`src/rtl/line_merge_pkg.sv`:
```
`default_nettype none
// +--------------------------------------------------------------------------+
// | line_merge_pkg : shared types and constants for the line merge engine    |
// | Revision 1.0                                                             |
// +--------------------------------------------------------------------------+
package line_merge_pkg;

    localparam int N_DEFAULT = 4;
    localparam int W_DEFAULT = 4;

    typedef enum logic [1:0] {
        ST_IDLE  = 2'd0,
        ST_SCAN  = 2'd1,
        ST_FLUSH = 2'd2,
        ST_DONE  = 2'd3
    } state_e;

    // Largest tile exponent representable in w bits; such tiles never merge.
    function automatic int sat_val(input int w);
        return (1 << w) - 1;
    endfunction

endpackage
`default_nettype wire

```
`src/rtl/line_merge_seq_merge_step.sv`:
```
`default_nettype none
// +--------------------------------------------------------------------------+
// | merge_step : combinational decision for one tile of the merge scan       |
// | Revision 1.0                                                             |
// +--------------------------------------------------------------------------+
module merge_step
    import line_merge_pkg::*;
#(
    parameter int W = W_DEFAULT
) (
    input  logic         pend_valid_i,
    input  logic [W-1:0] pend_i,
    input  logic [W-1:0] tile_i,
    output logic         wr_en_o,
    output logic [W-1:0] wr_val_o,
    output logic         nxt_valid_o,
    output logic [W-1:0] nxt_pend_o,
    output logic         merge_o
);

    localparam logic [W-1:0] c_SAT = W'(sat_val(W));

    always_comb begin
        wr_en_o     = 1'b0;
        wr_val_o    = pend_i;
        nxt_valid_o = pend_valid_i;
        nxt_pend_o  = pend_i;
        merge_o     = 1'b0;
        if (tile_i != '0) begin
            if (!pend_valid_i) begin
                nxt_valid_o = 1'b1;
                nxt_pend_o  = tile_i;
            end else if ((pend_i == tile_i) && (pend_i != c_SAT)) begin
                // The merged value is written out immediately, so it can never
                // be picked up again as a pending tile.
                wr_en_o     = 1'b1;
                wr_val_o    = pend_i + 1'b1;
                nxt_valid_o = 1'b0;
                nxt_pend_o  = '0;
                merge_o     = 1'b1;
            end else begin
                wr_en_o     = 1'b1;
                wr_val_o    = pend_i;
                nxt_pend_o  = tile_i;
            end
        end
    end

endmodule
`default_nettype wire

```
`src/rtl/line_merge_seq.sv`:
```
`default_nettype none
// +--------------------------------------------------------------------------+
// | line_merge_seq : sequential merge/compact of one tile line toward tile 0 |
// | Optional macro LINE_MERGE_SCORE_EN adds the out_score port and logic.    |
// | Revision 1.0                                                             |
// +--------------------------------------------------------------------------+
module line_merge_seq
    import line_merge_pkg::*;
#(
    parameter int N = N_DEFAULT,
    parameter int W = W_DEFAULT
) (
    input  logic                   clk,
    input  logic                   rst,
    input  logic                   in_valid,
    output logic                   in_ready,
    input  logic [N*W-1:0]         in_line,
    output logic                   out_valid,
    input  logic                   out_ready,
    output logic [N*W-1:0]         out_line,
    output logic                   out_moved,
    output logic [$clog2(N):0]     out_merges
`ifdef LINE_MERGE_SCORE_EN
    ,
    output logic [2**W+$clog2(N)-1:0] out_score
`endif
);

    localparam int c_IW = $clog2(N);
    localparam int c_CW = c_IW + 1;
    localparam logic [c_CW-1:0] c_IDX_END = c_CW'(N);

    state_e state_q, state_d;

    logic [W-1:0]    in_q   [N];
    logic [W-1:0]    res_q  [N];
    logic [c_CW-1:0] idx_q;
    logic [c_CW-1:0] wr_q;
    logic            pend_v_q;
    logic [W-1:0]    pend_q;
    logic [c_CW-1:0] merges_q;

    logic [N*W-1:0]  out_line_q;
    logic            out_moved_q;
    logic [c_CW-1:0] out_merges_q;

`ifdef LINE_MERGE_SCORE_EN
    localparam int c_SW = 2**W + c_IW;
    logic [c_SW-1:0] score_q;
    logic [c_SW-1:0] out_score_q;
`endif

    logic            w_scan_act;
    logic [W-1:0]    w_tile;
    logic            w_wr_en;
    logic [W-1:0]    w_wr_val;
    logic            w_nxt_pv;
    logic [W-1:0]    w_nxt_p;
    logic            w_merge;
    logic [N*W-1:0]  w_in_packed;
    logic [N*W-1:0]  w_final;

    // SCAN walks tiles 0..N-1, then spends one cycle at index N before FLUSH.
    assign w_scan_act = (state_q == ST_SCAN) && (idx_q != c_IDX_END);
    assign w_tile     = in_q[idx_q[c_IW-1:0]];

    merge_step #(
        .W(W)
    ) u_step (
        .pend_valid_i (pend_v_q),
        .pend_i       (pend_q),
        .tile_i       (w_tile),
        .wr_en_o      (w_wr_en),
        .wr_val_o     (w_wr_val),
        .nxt_valid_o  (w_nxt_pv),
        .nxt_pend_o   (w_nxt_p),
        .merge_o      (w_merge)
    );

    always_ff @(posedge clk) begin
        if (rst) begin
            state_q <= ST_IDLE;
        end else begin
            state_q <= state_d;
        end
    end

    always_comb begin
        state_d   = state_q;
        in_ready  = 1'b0;
        out_valid = 1'b0;
        case (state_q)
            ST_IDLE: begin
                in_ready = 1'b1;
                if (in_valid) begin
                    state_d = ST_SCAN;
                end
            end
            ST_SCAN: begin
                if (idx_q == c_IDX_END) begin
                    state_d = ST_FLUSH;
                end
            end
            ST_FLUSH: begin
                state_d = ST_DONE;
            end
            ST_DONE: begin
                out_valid = 1'b1;
                if (out_ready) begin
                    state_d = ST_IDLE;
                end
            end
            default: begin
                state_d = ST_IDLE;
            end
        endcase
    end

    // Final line is the written cells plus any pending tile at the write index.
    always_comb begin
        w_in_packed = '0;
        w_final     = '0;
        for (int k = 0; k < N; k++) begin
            w_in_packed[k*W +: W] = in_q[k];
            w_final[k*W +: W]     = res_q[k];
            if (pend_v_q && (wr_q == c_CW'(k))) begin
                w_final[k*W +: W] = pend_q;
            end
        end
    end

    always_ff @(posedge clk) begin
        if (rst) begin
            for (int k = 0; k < N; k++) begin
                in_q[k]  <= '0;
                res_q[k] <= '0;
            end
            idx_q        <= '0;
            wr_q         <= '0;
            pend_v_q     <= 1'b0;
            pend_q       <= '0;
            merges_q     <= '0;
            out_line_q   <= '0;
            out_moved_q  <= 1'b0;
            out_merges_q <= '0;
`ifdef LINE_MERGE_SCORE_EN
            score_q      <= '0;
            out_score_q  <= '0;
`endif
        end else begin
            case (state_q)
                ST_IDLE: begin
                    if (in_valid) begin
                        for (int k = 0; k < N; k++) begin
                            in_q[k]  <= in_line[k*W +: W];
                            res_q[k] <= '0;
                        end
                        idx_q    <= '0;
                        wr_q     <= '0;
                        pend_v_q <= 1'b0;
                        pend_q   <= '0;
                        merges_q <= '0;
`ifdef LINE_MERGE_SCORE_EN
                        score_q  <= '0;
`endif
                    end
                end
                ST_SCAN: begin
                    if (w_scan_act) begin
                        idx_q    <= idx_q + 1'b1;
                        pend_v_q <= w_nxt_pv;
                        pend_q   <= w_nxt_p;
                        if (w_wr_en) begin
                            res_q[wr_q[c_IW-1:0]] <= w_wr_val;
                            wr_q                  <= wr_q + 1'b1;
                        end
                        if (w_merge) begin
                            merges_q <= merges_q + 1'b1;
`ifdef LINE_MERGE_SCORE_EN
                            score_q  <= score_q + (c_SW'(1) << w_wr_val);
`endif
                        end
                    end
                end
                ST_FLUSH: begin
                    out_line_q   <= w_final;
                    out_moved_q  <= (w_final != w_in_packed);
                    out_merges_q <= merges_q;
`ifdef LINE_MERGE_SCORE_EN
                    out_score_q  <= score_q;
`endif
                end
                default: begin
                end
            endcase
        end
    end

    assign out_line   = out_line_q;
    assign out_moved  = out_moved_q;
    assign out_merges = out_merges_q;
`ifdef LINE_MERGE_SCORE_EN
    assign out_score  = out_score_q;
`endif

endmodule
`default_nettype wire

```
`config.mk`:
```
export PLATFORM = sky130hd
export DESIGN_NAME = line_merge_seq
export DESIGN_NICKNAME = d
export VERILOG_FILES = /design/src/rtl/line_merge_pkg.sv /design/src/rtl/line_merge_seq_merge_step.sv /design/src/rtl/line_merge_seq.sv
export SDC_FILE = /design/constraint.sdc
export NUM_CORES = 1
export LEC_CHECK = 0
export ABC_AREA = 1
export BUFFER_PORTS_ARGS = -buffer_cell sky130_fd_sc_hd__clkbuf_2
export CORE_ASPECT_RATIO = 0.8
export CORE_MARGIN = 2
export CORE_UTILIZATION = 58
export DETAILED_ROUTE_END_ITERATION = 6
export GPL_TIMING_DRIVEN = 0
export PLACE_DENSITY = 0.79
export SYNTH_ARGS = -nofsm -noshare
export SYNTH_HDL_FRONTEND = slang
export SYNTH_SLANG_ARGS = --single-unit
export TNS_END_PERCENT = 5
```
`constraint.sdc`:
```
create_clock -name clk -period 2 [get_ports clk]
set_clock_uncertainty 0.1 [all_clocks]
set_input_delay 0.3 -clock clk [delete_from_list [all_inputs] [get_ports clk]]
set_output_delay 0.3 -clock clk [all_outputs]
set_load 0.02 [all_outputs]
```
[After elaboration in Yosys (flattened, before gate mapping)]
Memories as Yosys holds them, arrays and structs flattened. A register that Yosys moved wholly into a read port is not among the register bits.
Index checks and enable logic that the tools add are counted.
Cells by class
  add/subtract/negate cells: 4
  equal/unequal tests: 18
  multiplexer cells: 63
  bitwise logic cells: 8
  reduce and logical (&&, ||, !) cells: 16
Operators by type and width (number)
  $mux W4: 21
  $mux W1: 24
  $mux W3: 6
  $pmux W3 S2: 3
  $ne A16 B16 Y1: 1
  $mux W2: 6
  $reduce_and A4 Y1: 3
  $add A3 B1 Y3 const B: 3
  $ne A2 B1 Y1 const B: 4
  $or A1 B1 Y1: 8
  $pmux W2 S4: 1
  $pmux W4 S2: 1
  $eq A3 B2 Y1 const B: 2
  $logic_and A1 B1 Y1: 6
  $ne A2 B2 Y1 const B: 3
  $reduce_and A3 Y1: 2
  $add A4 B1 Y4 const B: 1
  $eq A2 B2 Y1 const B: 2
  $eq A4 B4 Y1: 1
  $ne A4 B4 Y1 const B: 1
  $reduce_bool A4 Y1: 1
  $reduce_or A4 Y1: 1
  $eq A3 B1 Y1 const B: 1
  $eq A3 B3 Y1 const B: 1
  other kinds (6): 6
Word-level totals
  bits in registers: 36
  RAM bits: 32
  bits of input ports: 20
  output and inout bits: 22
  logic and storage cells: 120
  memories kept: 2
Memories
  in_q: depth 4, bits a word 4, rd ports 5, clocked after Yosys merged registers in 1, write ports 4, line line_merge_seq.sv:35  | logic [W-1:0] in_q [N];
  res_q: depth 4, bits a word 4, rd ports 4, clocked after Yosys merged registers in 0, write ports 4, line line_merge_seq.sv:36  | logic [W-1:0] res_q [N];

[Logic depth before layout (Yosys ltp)]
  depth after elaboration: 9
  depth in mapped cells: 15
  gate-level depth less buffers: 14

[Cells and area by module]
From an unflattened synthesis, not the netlist that was laid out.
Unflattened totals
  cells, all modules: 524
  area, all modules: 3881.2 um^2
Modules (own cells, without submodules)
  line_merge_seq: instances 1, cells each 455, area each 3535.9 um^2, seq. area each 1721.7 um^2
  merge_step: instances 1, cells each 69, area each 345.3 um^2, seq. area each 0.0 um^2

[Worst setup path after synthesis]
Ideal clock, no wire load.
  path kind: reg2reg
  from: register state_q[0]
  to: register pend_q[0]
  setup time: 0.071 ns
  arrival: 1.658 ns
  data required time: 1.829 ns
  slack: 0.171 ns
  cell stages (with the launch flop): 9
  path buffers: 0
  period minus slack after synthesis: 1.829 ns
  path through: dfxtp_1 inv_1 ha_1 nand2_1 a21oi_2 inv_2 nor3_2 nand3_1 a21oi_1
Between the ends
  longest elaborated chain between the ends: 4
  elaborated cells on any way between the ends: 9
  those cells by class: eq/ne: 4; mux: 1; reduce/logical: 4
RTL lines
  from (decl): line line_merge_seq.sv:33  | state_e state_q, state_d;
  from (signal assigned): line line_merge_seq.sv:84  | state_q <= state_d;
  $eq A2 B1 Y1: line line_merge_seq.sv:64, line_merge_seq.sv:151
  $logic_and A1 B1 Y1: line line_merge_seq.sv:64  | assign w_scan_act = (state_q == ST_SCAN) && (idx_q != c_IDX_END);
  $ne A2 B2 Y1 (no source line)
  $reduce_and A4 Y1 (no source line)
  to (signal assigned): line line_merge_seq.sv:172  | pend_q <= w_nxt_p;
  to (decl): line line_merge_seq.sv:40  | logic [W-1:0] pend_q;
Parallel ways exist; a longest one is shown, timed or not.
A chain may end at the register's enable or synchronous reset.

==> run metrics <==
Sink Count=70; WP buf/inv=2; Initial Utilization=approximately three fifths; crit start category=register; first-pass GRT wire length=approximately 14 mm; met1 Use GR=37.6%; violated checks=negative setup slack; number of synthesis warnings=0; FF+latch count, synth=70; hold_buf cts=0; Die Height=75.2 µm; DR pass1 iterations=5; final period utilization=105%; syn nets=slightly above 500; # diodes=0; CP top delay family=simple AND/OR/NAND/NOR gates; cell taking the most area after synthesis=edfxtp_1; Async SR Flop Fraction=0%; Die X=between 90 and 100 µm; grt peak-use layer=met2; Syn Std Cell Area=roughly 3700 µm²; clock root buffer master=clkbuf_8; Fin Hold WS=~0.14 ns; Cell Rows=25; crit path time final=~2.1 ns; CP arrival=approximately 2.1 ns; top post-synthesis cells by area=edfxtp_1, dfxtp_1, nand2_1; actual slew at the worst max-slew pin=roughly 0.55 ns; Seq/Total Area, Yosys=between 40% and 50%; IO Pins=between 40 and 50; fin. max-slew vios=0; RSZ-0062 raised after global routing=yes; most numerous cell in the Yosys netlist=nand2_1; fin area=between 4000 and 5000 µm²; Synth Flop Type=dfxtp_1; Yosys cell types=31; post-detail-place hpwl=6.75 mm; Post-synth EDFFs=32; Setup crit end kind=register; clock buffer count from CTS=9; Final setup viols=22; global routing usage on met2=between 40% and 50%; CTS tree=yes; commonest cells in the netlist=nand2_1, nor2_1, inv_1; Core Area=6010 µm²; Max Clk Rate=about 0.47 GHz; final worst slack=-0.109 ns; vias per std cell=around 5.3; GRT overflow=0; final net count=about 570; Max Cap Viol=0; PortBufs=41; WL/cell=~14 µm; Skew-Pair Late Insertion Delay=approximately 0.35 ns; Clk pin slew, worst setup/hold paths=about 0.07 ns; Clock Path Buffers=2; Worst path max stage delay=approximately 0.36 ns; final number of hold-violating endpoints=0; Detail Route Antenna Nets=0; initial antenna violation count=0; number of global-route vias before repair=between 2,000 and 3,000; P&R area growth vs syn=18.2%; H-tree depth=3; critical path cell sequence=buf_6, nand2_1, nand3_2, nand2_2, nand2_1, inv_1, nand2_2, nand2_4, nor3_4, nand2_2, nand2_4; HP Class=in -> reg; Yosys top cell area share=between 20% and 30%; GP Congestion=0.924; gr usage total=a little over a quarter; cell count after synthesis=approximately 480; layout cell share with drive strength beyond 1=a little over a fifth; Worst EP required=a little under 2 ns; most frequent cell on the critical path=nand2_2; Global Route met3 Usage=5.71%; worst vdd ir=roughly 0.00065 V; dpl cell area=between 3000 and 4000 µm²; P_leak=between 0.002 and 0.0025 µW; Via Count=about 3,300; mean post-synth cell area=just under 8 µm²; crit-path max FO=9; # DRC=0; die area=around 7000 µm²; slew margin rel.=63.4%; Routed WL=between 8 and 9 mm; slowest CP cell=nor3_4; Setup CP Type=reg -> reg; P per Cell Area=between 1000 and 1500 nW/µm²; pin count of the biggest net entering global routing=17; initial DRC count=277; status=finished, violations left
## state kept, by name (all words and copies together) (netlist names), named ones only
name,cells
state_q,2
wr_q,3
idx_q,3
res_q,16
out_line,16
merges_q,3
pend_v_q,1
out_moved,1
in_q,16
pend_q,4
out_merges,3
## kinds of logic (layout without fill, tap and decap cells)
family | count (synthesis) | count (layout) | synth area share, %
xor+xnor | 9 | 9 | 2.14
buf+inv | 83 | 145 | 9.08
fa+ha+maj | 13 | 13 | 4.42
simple gates | 235 | 235 | 27.3
compound gates | 67 | 67 | 10.3
flops | 70 | 70 | 46.8
## repair_timing
action | in CTS | in global routing
pin swaps | 0 | 13
resized for setup | 8 | 44
endpoints found under the setup margin | 43 | 69
buffers inserted | 0 | 5
## metrics by stage
step	std cells	setup TNS, ns	power [µW]	utilization, %	worst slack [ns]
after floorplan	477	0	3830	-	0.171
after global placement	599	-4.16	4380	66.4	-0.196
after detailed placement	599	-5.56	4440	66.4	-0.267
after CTS	615	-1.34	5570	69.7	-0.0706
after global routing	620	-4.32	6240	72.4	-0.183
final	620	-1.74	5850	72.4	-0.109
## power by group
part	total [µW]	switching, µW	internal (µW)
Clock	1120	510	606
Combinational	2650	1780	877
Sequential	2080	216	1860
Total	5850	2500	3340
## path summary, 6_finish.rpt
path / start / end / slack (ns) / cells after the start
setup / recovery: register / res_q[3][1] / -0.11 / 11
hold reg to reg: wr_q[2] / wr_q[2] / 0.37 / 2
setup reg to reg: register / res_q[3][1] / -0.11 / 11
hold / removal: in_line[5] / in_q[1][1] / 0.14 / 3
## per-layer routing
metal,up-vias,share of wire [%]
met5,-,0
met4,0,1.7
met3,15,6.5
met2,123,45
met1,1527,46
li1,1635,-
## cell usage in the layout (no fill, tap or decap), types with 4 or more instances in the layout
cell,instances
nand2_1,96
nor2_1,74
inv_1,66
clkbuf_2,42
dfxtp_1,36
edfxtp_1,32
nand3_1,23
a21oi_1,20
o21ai_0,18
nand2_2,17
o21ai_1,12
ha_1,11
clkbuf_8,10
clkbuf_1,9
nand3_2,8
o211ai_1,8
nand2_4,6
xor2_1,5
buf_4,5
inv_2,4
xnor2_1,4
## layout make-up
class,count,area (µm²)
buffer,10,53.8
clock buffer,12,145
clock inverter,4,47.5
fill,488,1660
inverter,73,288
multi-input combinational,324,1750
sequential,70,1720
tap,81,101
timing repair buffer,46,243
## worst min-delay path: cells and delay by family
family                 cells  cell delay, ns
buffers and inverters      2            0.10
and+or+nand+nor            1            0.08
No activity file was read; power rests on OpenSTA's default activity.
